$ cat src/rtl/heading_tracker.sv
`default_nettype none
// ============================================================================
// Module   : heading_tracker
// Purpose  : Tracks a discrete compass heading that rotates one step at a
//            time, at a fixed number of clock cycles per step. Accepts step
//            CW / step CCW / reverse / load commands over a valid/ready
//            handshake, supports abort of an in-progress rotation, and keeps
//            a saturating count of completed steps.
// Ports    : clockc3      - clock, rising-edge active
//            reset        - asynchronous, active-high reset
//            cmd_valid    - command request
//            cmd_ready    - command can be accepted (IDLE only)
//            cmd_op       - 00 CW, 01 CCW, 10 reverse, 11 load heading
//            cmd_steps    - step count for CW/CCW
//            cmd_heading  - target heading for load
//            abort        - stop an in-progress rotation
//            heading      - current heading index (0 = North, +1 = CW)
//            heading_code - legacy 3-bit code (4 headings only, else 000)
//            busy         - rotation in progress
//            done         - one-cycle completion pulse
//            aborted      - qualifies done: command ended by abort
//            turn_count   - saturating count of completed steps
// Revision : 1.0 - initial release
// ============================================================================
module heading_tracker #(
    parameter int N_DIR       = 4,
    parameter int STEP_CYCLES = 4,
    parameter int CNT_W       = 8,
    localparam int HW         = $clog2(N_DIR)
) (
    input  logic             clockc3,
    input  logic             reset,
    input  logic             cmd_valid,
    output logic             cmd_ready,
    input  logic [1:0]       cmd_op,
    input  logic [HW-1:0]    cmd_steps,
    input  logic [HW-1:0]    cmd_heading,
    input  logic             abort,
    output logic [HW-1:0]    heading,
    output logic [2:0]       heading_code,
    output logic             busy,
    output logic             done,
    output logic             aborted,
    output logic [CNT_W-1:0] turn_count
);

    localparam logic [1:0] S_IDLE = 2'd0;
    localparam logic [1:0] S_TURN = 2'd1;
    localparam logic [1:0] S_DONE = 2'd2;

    localparam logic [1:0] OP_CW   = 2'b00;
    localparam logic [1:0] OP_CCW  = 2'b01;
    localparam logic [1:0] OP_REV  = 2'b10;

    localparam logic [7:0]       TMR_LAST  = 8'(STEP_CYCLES - 1);
    localparam logic [HW-1:0]    HALF_TURN = HW'(N_DIR / 2);
    localparam logic [HW-1:0]    STEP_ONE  = HW'(1);
    localparam logic [CNT_W-1:0] CNT_ONE   = CNT_W'(1);
    localparam logic [CNT_W-1:0] CNT_MAX   = {CNT_W{1'b1}};

    logic [1:0]       state_q,      state_d;
    logic [HW-1:0]    heading_q,    heading_d;
    logic [7:0]       timer_q,      timer_d;
    logic [HW-1:0]    remaining_q,  remaining_d;
    logic             ccw_q,        ccw_d;
    logic [CNT_W-1:0] turn_count_q, turn_count_d;
    logic             aborted_q,    aborted_d;

    always_comb begin
        state_d      = state_q;
        heading_d    = heading_q;
        timer_d      = timer_q;
        remaining_d  = remaining_q;
        ccw_d        = ccw_q;
        turn_count_d = turn_count_q;
        aborted_d    = aborted_q;

        case (state_q)
            S_IDLE: begin
                if (cmd_valid) begin
                    timer_d   = 8'd0;
                    aborted_d = 1'b0;
                    case (cmd_op)
                        OP_CW, OP_CCW: begin
                            ccw_d       = (cmd_op == OP_CCW);
                            remaining_d = cmd_steps;
                            state_d     = (cmd_steps != '0) ? S_TURN : S_DONE;
                        end
                        OP_REV: begin
                            ccw_d       = 1'b0;
                            remaining_d = HALF_TURN;
                            state_d     = S_TURN;
                        end
                        default: begin
                            heading_d = cmd_heading;
                            state_d   = S_DONE;
                        end
                    endcase
                end
            end

            S_TURN: begin
                if (timer_q == TMR_LAST) begin
                    // Heading width equals log2(N_DIR), so natural
                    // overflow/underflow gives the modular wrap.
                    timer_d     = 8'd0;
                    heading_d   = ccw_q ? (heading_q - STEP_ONE)
                                        : (heading_q + STEP_ONE);
                    remaining_d = remaining_q - STEP_ONE;
                    if (turn_count_q != CNT_MAX) begin
                        turn_count_d = turn_count_q + CNT_ONE;
                    end
                    if (remaining_q == STEP_ONE) begin
                        state_d = S_DONE;
                    end
                end else begin
                    timer_d = timer_q + 8'd1;
                end
                // Abort is evaluated after the step update so a step that
                // completes on the same edge is kept, and the partial step
                // in progress is simply dropped.
                if (abort) begin
                    state_d   = S_DONE;
                    aborted_d = 1'b1;
                    timer_d   = 8'd0;
                end
            end

            S_DONE: begin
                state_d   = S_IDLE;
                aborted_d = 1'b0;
            end

            default: begin
                state_d = S_IDLE;
            end
        endcase
    end

    always_ff @(posedge clockc3 or posedge reset) begin
        if (reset) begin
            state_q      <= S_IDLE;
            heading_q    <= '0;
            timer_q      <= 8'd0;
            remaining_q  <= '0;
            ccw_q        <= 1'b0;
            turn_count_q <= '0;
            aborted_q    <= 1'b0;
        end else begin
            state_q      <= state_d;
            heading_q    <= heading_d;
            timer_q      <= timer_d;
            remaining_q  <= remaining_d;
            ccw_q        <= ccw_d;
            turn_count_q <= turn_count_d;
            aborted_q    <= aborted_d;
        end
    end

    assign cmd_ready  = (state_q == S_IDLE);
    assign busy       = (state_q == S_TURN);
    assign done       = (state_q == S_DONE);
    assign aborted    = aborted_q;
    assign heading    = heading_q;
    assign turn_count = turn_count_q;

    generate
        if (N_DIR == 4) begin : g_code_4dir
            always_comb begin
                case (heading_q[1:0])
                    2'd0:    heading_code = 3'b001;
                    2'd1:    heading_code = 3'b011;
                    2'd2:    heading_code = 3'b100;
                    default: heading_code = 3'b010;
                endcase
            end
        end else begin : g_code_none
            assign heading_code = 3'b000;
        end
    endgenerate

endmodule
`default_nettype wire

$ cat config.mk
export PLATFORM = sky130hd
export DESIGN_NAME = heading_tracker
export DESIGN_NICKNAME = d
export VERILOG_FILES = /design/src/rtl/heading_tracker.sv
export SDC_FILE = /design/constraint.sdc
export NUM_CORES = 1
export LEC_CHECK = 0
export BUFFER_PORTS_ARGS = -buffer_cell sky130_fd_sc_hd__buf_2
export CORE_MARGIN = 5
export CORE_UTILIZATION = 50
export CTS_BUF_LIST = sky130_fd_sc_hd__clkbuf_8
export DETAILED_ROUTE_END_ITERATION = 6
export PLACE_DENSITY = 0.77
export SETUP_SLACK_MARGIN = 0.5
export SYNTH_ARGS = -nofsm -noshare
export SYNTH_HDL_FRONTEND = slang
export SYNTH_SLANG_ARGS = --single-unit
$ cat constraint.sdc
create_clock -name clockc3 -period 2.2 [get_ports clockc3]
set_input_delay 0.44 -clock clockc3 [delete_from_list [all_inputs] [get_ports clockc3]]
set_output_delay 0.44 -clock clockc3 [all_outputs]
set_load 0.005 [all_outputs]
==> report_table.html <==
<table>
<tr><th>Metric</th><th>Value</th></tr>
<tr><th colspan="2">Logic synthesis</th></tr>
<tr><td>Number of synthesized flops with an enable pin</td><td>0</td></tr>
<tr><td>Area leader, netlist</td><td>sky130_fd_sc_hd__dfrtp_1</td></tr>
<tr><td>FFs w/ async S/R, synth</td><td>100%</td></tr>
<tr><td>Ys flop type</td><td>sky130_fd_sc_hd__dfrtp_1</td></tr>
<tr><td>Synthesis-stage register bit count</td><td>24</td></tr>
<tr><td>Cells taking the most area after synthesis</td><td>sky130_fd_sc_hd__dfrtp_1 44%, sky130_fd_sc_hd__ha_1 6.4%, sky130_fd_sc_hd__nand3_1 4.7%</td></tr>
<tr><td>Syn Area/Cell</td><td>9.38 µm²</td></tr>
<tr><td>Syn. warnings</td><td>0</td></tr>
<tr><td>Number of different library cells in the post-synthesis netlist</td><td>39</td></tr>
<tr><td>Post-synthesis instance area</td><td>1380 µm²</td></tr>
<tr><td>Number of instances in the synthesized netlist</td><td>147</td></tr>
<tr><td>Net count after synthesis</td><td>164</td></tr>
<tr><td>Sequential share of the synthesized area</td><td>43.6%</td></tr>
<tr><td>Share of the synthesized area in the top cell type</td><td>43.6%</td></tr>
<tr><th colspan="2">STA</th></tr>
<tr><td>Endpoints failing setup</td><td>0</td></tr>
<tr><td>Hold slack</td><td>0.195 ns</td></tr>
<tr><td>Tcrit/Tclk final</td><td>81.0%</td></tr>
<tr><td>Accumulated negative setup slack</td><td>0 ns</td></tr>
<tr><td>Layout Skew</td><td>0.00800 ns</td></tr>
<tr><td>Worst slew pin tran</td><td>0.504 ns</td></tr>
<tr><td>RSZ-0062 raised after global routing</td><td>true</td></tr>
<tr><td>Pins over their slew limit</td><td>0</td></tr>
<tr><td>Max Clk Rate</td><td>0.561 GHz</td></tr>
<tr><td>Relative max-transition margin</td><td>66.3%</td></tr>
<tr><td>Period minus WS final</td><td>1.78 ns</td></tr>
<tr><td>Final hold violation count</td><td>0</td></tr>
<tr><td>Fin worst setup slack</td><td>0.419 ns</td></tr>
<tr><th colspan="2">Floorplanning</th></tr>
<tr><td>Area of the die</td><td>3910 µm²</td></tr>
<tr><td>Number of standard-cell rows in the floorplan</td><td>19</td></tr>
<tr><td>Total I/O pin count</td><td>27</td></tr>
<tr><td>Core outline area</td><td>2710 µm²</td></tr>
<tr><td>Initial standard-cell utilization of the core</td><td>50.9%</td></tr>
<tr><td>Die Y-Extent</td><td>62.5 µm</td></tr>
<tr><td>Die width</td><td>62.5 µm</td></tr>
<tr><th colspan="2">Global routing</th></tr>
<tr><td>Vias in the first global route</td><td>1,161</td></tr>
<tr><td>Remaining global-route overflow</td><td>0</td></tr>
<tr><td>Initial antenna violation count</td><td>0</td></tr>
<tr><td>All-layer global routing usage</td><td>16.7%</td></tr>
<tr><td>Global-route wire length before repair</td><td>5360 µm</td></tr>
<tr><td>Pin count of the biggest net entering global routing</td><td>25</td></tr>
<tr><th colspan="2">Critical path</th></tr>
<tr><td>Critical path startpoint category</td><td>flop</td></tr>
<tr><td>Top fanout value on the critical path</td><td>6</td></tr>
<tr><td>Worst Path Class, Setup</td><td>flop to flop</td></tr>
<tr><td>Crit. End Element</td><td>flop</td></tr>
<tr><td>Req. time, crit path</td><td>2.36 ns</td></tr>
<tr><td>Arrival @ worst endpoint</td><td>1.94 ns</td></tr>
<tr><th colspan="2">Final layout</th></tr>
<tr><td>Number of inserted filler cells in the final layout</td><td>199</td></tr>
<tr><td>Leading cell type in the layout, fill and taps excluded</td><td>sky130_fd_sc_hd__buf_2</td></tr>
<tr><td>Synthesis-to-layout area growth</td><td>31.5%</td></tr>
<tr><td>Antenna cell count</td><td>0</td></tr>
<tr><td>Proportion of layout cells with a drive suffix above 1</td><td>35.1%</td></tr>
<tr><td>Final Util</td><td>66.9%</td></tr>
<tr><td>Net total in the final layout</td><td>203</td></tr>
<tr><td>Commonest non-fill, non-tap cells in the layout</td><td>26 x sky130_fd_sc_hd__buf_2, 20 x sky130_fd_sc_hd__dfrtp_1, 12 x sky130_fd_sc_hd__nand3_1, 12 x sky130_fd_sc_hd__nand2_1, 12 x sky130_fd_sc_hd__nor2_1</td></tr>
<tr><th colspan="2">CTS</th></tr>
<tr><td>Master cell of the clock root buffer</td><td>sky130_fd_sc_hd__clkbuf_8</td></tr>
<tr><td>Clock buffers created by TritonCTS</td><td>3</td></tr>
<tr><td>Clock transition time at the flip-flop clock pins of the worst setup and hold paths</td><td>0.09 ns</td></tr>
<tr><td>Clock latency of the later-clocked register in the worst-skew pair</td><td>0.27 ns</td></tr>
<tr><td>CTS Hold Bufs</td><td>0</td></tr>
<tr><td>CTS tree</td><td>built</td></tr>
<tr><td>Maximum root-to-sink buffer count</td><td>2</td></tr>
<tr><td>Number of sinks on the clock net</td><td>24</td></tr>
<tr><td>Level count of the clock H-tree</td><td>1</td></tr>
<tr><th colspan="2">Routing</th></tr>
<tr><td>Vias post-DR</td><td>1,259</td></tr>
<tr><td>Post-detailed-routing wire length</td><td>3340 µm</td></tr>
<tr><td>Number of DRC markers in iteration 0</td><td>57</td></tr>
<tr><td>Via density per instance</td><td>5.83</td></tr>
<tr><td>Routed Antenna Nets</td><td>0</td></tr>
<tr><td>Drt wl/cell</td><td>15.5 µm</td></tr>
<tr><td>Pre-antenna DRT Iters</td><td>4</td></tr>
<tr><td>Drt drc</td><td>0</td></tr>
<tr><th colspan="2">Power and ir drop</th></tr>
<tr><td>Peak supply drop</td><td>0.725 mV</td></tr>
<tr><td>Leakage dissipation</td><td>0.851 nW</td></tr>
<tr><td>Cell area power density</td><td>1000 nW/µm²</td></tr>
<tr><th colspan="2">Place</th></tr>
<tr><td>Detailed placement HPWL</td><td>2160 µm</td></tr>
<tr><td>Post-Place Worst Slack</td><td>0.347 ns</td></tr>
<tr><td>Port Buffers</td><td>26</td></tr>
<tr><td>Final weighted congestion in routability-driven placement</td><td>0.783</td></tr>
<tr><th colspan="2">Status</th></tr>
<tr><td>Run status</td><td>completed</td></tr>
<tr><th colspan="2">Run</th></tr>
<tr><td>Max Cap Viol</td><td>0</td></tr>
<tr><th colspan="2">Worst hold path</th></tr>
<tr><td>HP Class</td><td>primary input to asynchronous set/reset pin</td></tr>
</table>
-- timing repair --
item | in CTS | in global routing
setup buffers | 8 | 2
resized for setup | 11 | 18
endpoints found under the hold margin | 0 | 0
pin swaps | 10 | 10
endpoints found under the setup margin | 10 | 17
-- stage by stage --
| step | area [µm²] | power [mW] | std cells |
|---|---|---|---|
| after floorplan | 1380 | 1.06 | 147 |
| after global routing | 1810 | 1.93 | 216 |
| after CTS | 1720 | 1.74 | 214 |
| after detailed placement | 1550 | 1.27 | 202 |
| after global placement | 1550 | 1.24 | 202 |
| final | 1810 | 1.81 | 216 |
-- Yosys cell counts (2+ instances only) --
master / count
sky130_fd_sc_hd__a21oi_1: 5
sky130_fd_sc_hd__nor2b_1: 4
sky130_fd_sc_hd__inv_1: 7
sky130_fd_sc_hd__nor2_1: 13
sky130_fd_sc_hd__clkbuf_1: 2
sky130_fd_sc_hd__nand2b_1: 2
sky130_fd_sc_hd__nor4_1: 2
sky130_fd_sc_hd__o31ai_1: 3
sky130_fd_sc_hd__or4_1: 2
sky130_fd_sc_hd__o21ai_0: 9
sky130_fd_sc_hd__nand4_1: 2
sky130_fd_sc_hd__nand3_1: 13
sky130_fd_sc_hd__ha_1: 7
sky130_fd_sc_hd__or3_1: 2
sky130_fd_sc_hd__nand2_1: 12
sky130_fd_sc_hd__buf_2: 2
sky130_fd_sc_hd__nor3_1: 4
sky130_fd_sc_hd__xnor2_1: 5
sky130_fd_sc_hd__and3_1: 2
sky130_fd_sc_hd__a211oi_1: 2
sky130_fd_sc_hd__dfrtp_1: 24
sky130_fd_sc_hd__xor2_1: 4
sky130_fd_sc_hd__and4_1: 3
-- state kept, by name, summed over array words and instances (netlist names) --
register / cells
aborted: 1
timer_q: 8
state_q: 2
heading: 2
remaining_q: 2
turn_count: 8
ccw_q: 1
-- cell type report --
cell class | instances | area (µm²) | share of cell area, %
inverters | 7 | 28.8 | 1.59
clock inverters | 1 | 30.0 | 1.66
multi-input cells | 111 | 833 | 46.0
clock buffers | 3 | 41.3 | 2.28
repair buffers | 39 | 235 | 13.0
flip-flops and latches | 24 | 606 | 33.4
well taps | 31 | 38.8 | 2.14
-- critical path, cell delays in order (launching register included) --
cell,delay (ns)
sky130_fd_sc_hd__dfrtp_1,0.41
sky130_fd_sc_hd__ha_4,0.15
sky130_fd_sc_hd__nor4b_4,0.43
sky130_fd_sc_hd__nand3_4,0.20
sky130_fd_sc_hd__nor2_4,0.17
sky130_fd_sc_hd__mux2_4,0.31
-- final timing paths --
check / from / end / slack (ns) / cells after the start
worst max-delay path: timer_q[0] / turn_count[1] / 0.42 / 5
worst max register to register: timer_q[0] / turn_count[1] / 0.42 / 5
min in group clockc3: cmd_valid / aborted / 0.45 / 4
worst min-delay path: reset / turn_count[2] / 0.19 / 3
max in group asynchronous: reset / timer_q[6] / 1.74 / 3
worst min register to register: aborted / aborted / 0.51 / 2
-- kinds of logic after synthesis --
group | after synthesis | share of synthesized area [%]
and+or+nand+nor | 66 | 26.6
DFF | 24 | 43.6
buffers and inverters | 12 | 3.72
adders and majority gates | 7 | 6.35
muxes | 1 | 0.817
AOI/OAI and AO/OA | 28 | 13.2
xor gates and xnor gates | 9 | 5.72
-- power breakdown --
group	internal, mW	switching [mW]	total (mW)
clock network	0.243	0.138	0.381
logic	0.372	0.404	0.776
registers	0.538	0.116	0.654
total	1.15	0.658	1.81
-- routing by layer --
layer | up-vias | wire length [µm] | track usage (%)
met3 | 6 | 137 | 3.06
met2 | 28 | 1720 | 28.8
li1 | 605 | - | -
met5 | - | 0 | 0
met1 | 620 | 1430 | 20.7
met4 | 0 | 46 | 5.57
(Power assumes the default switching activity.)
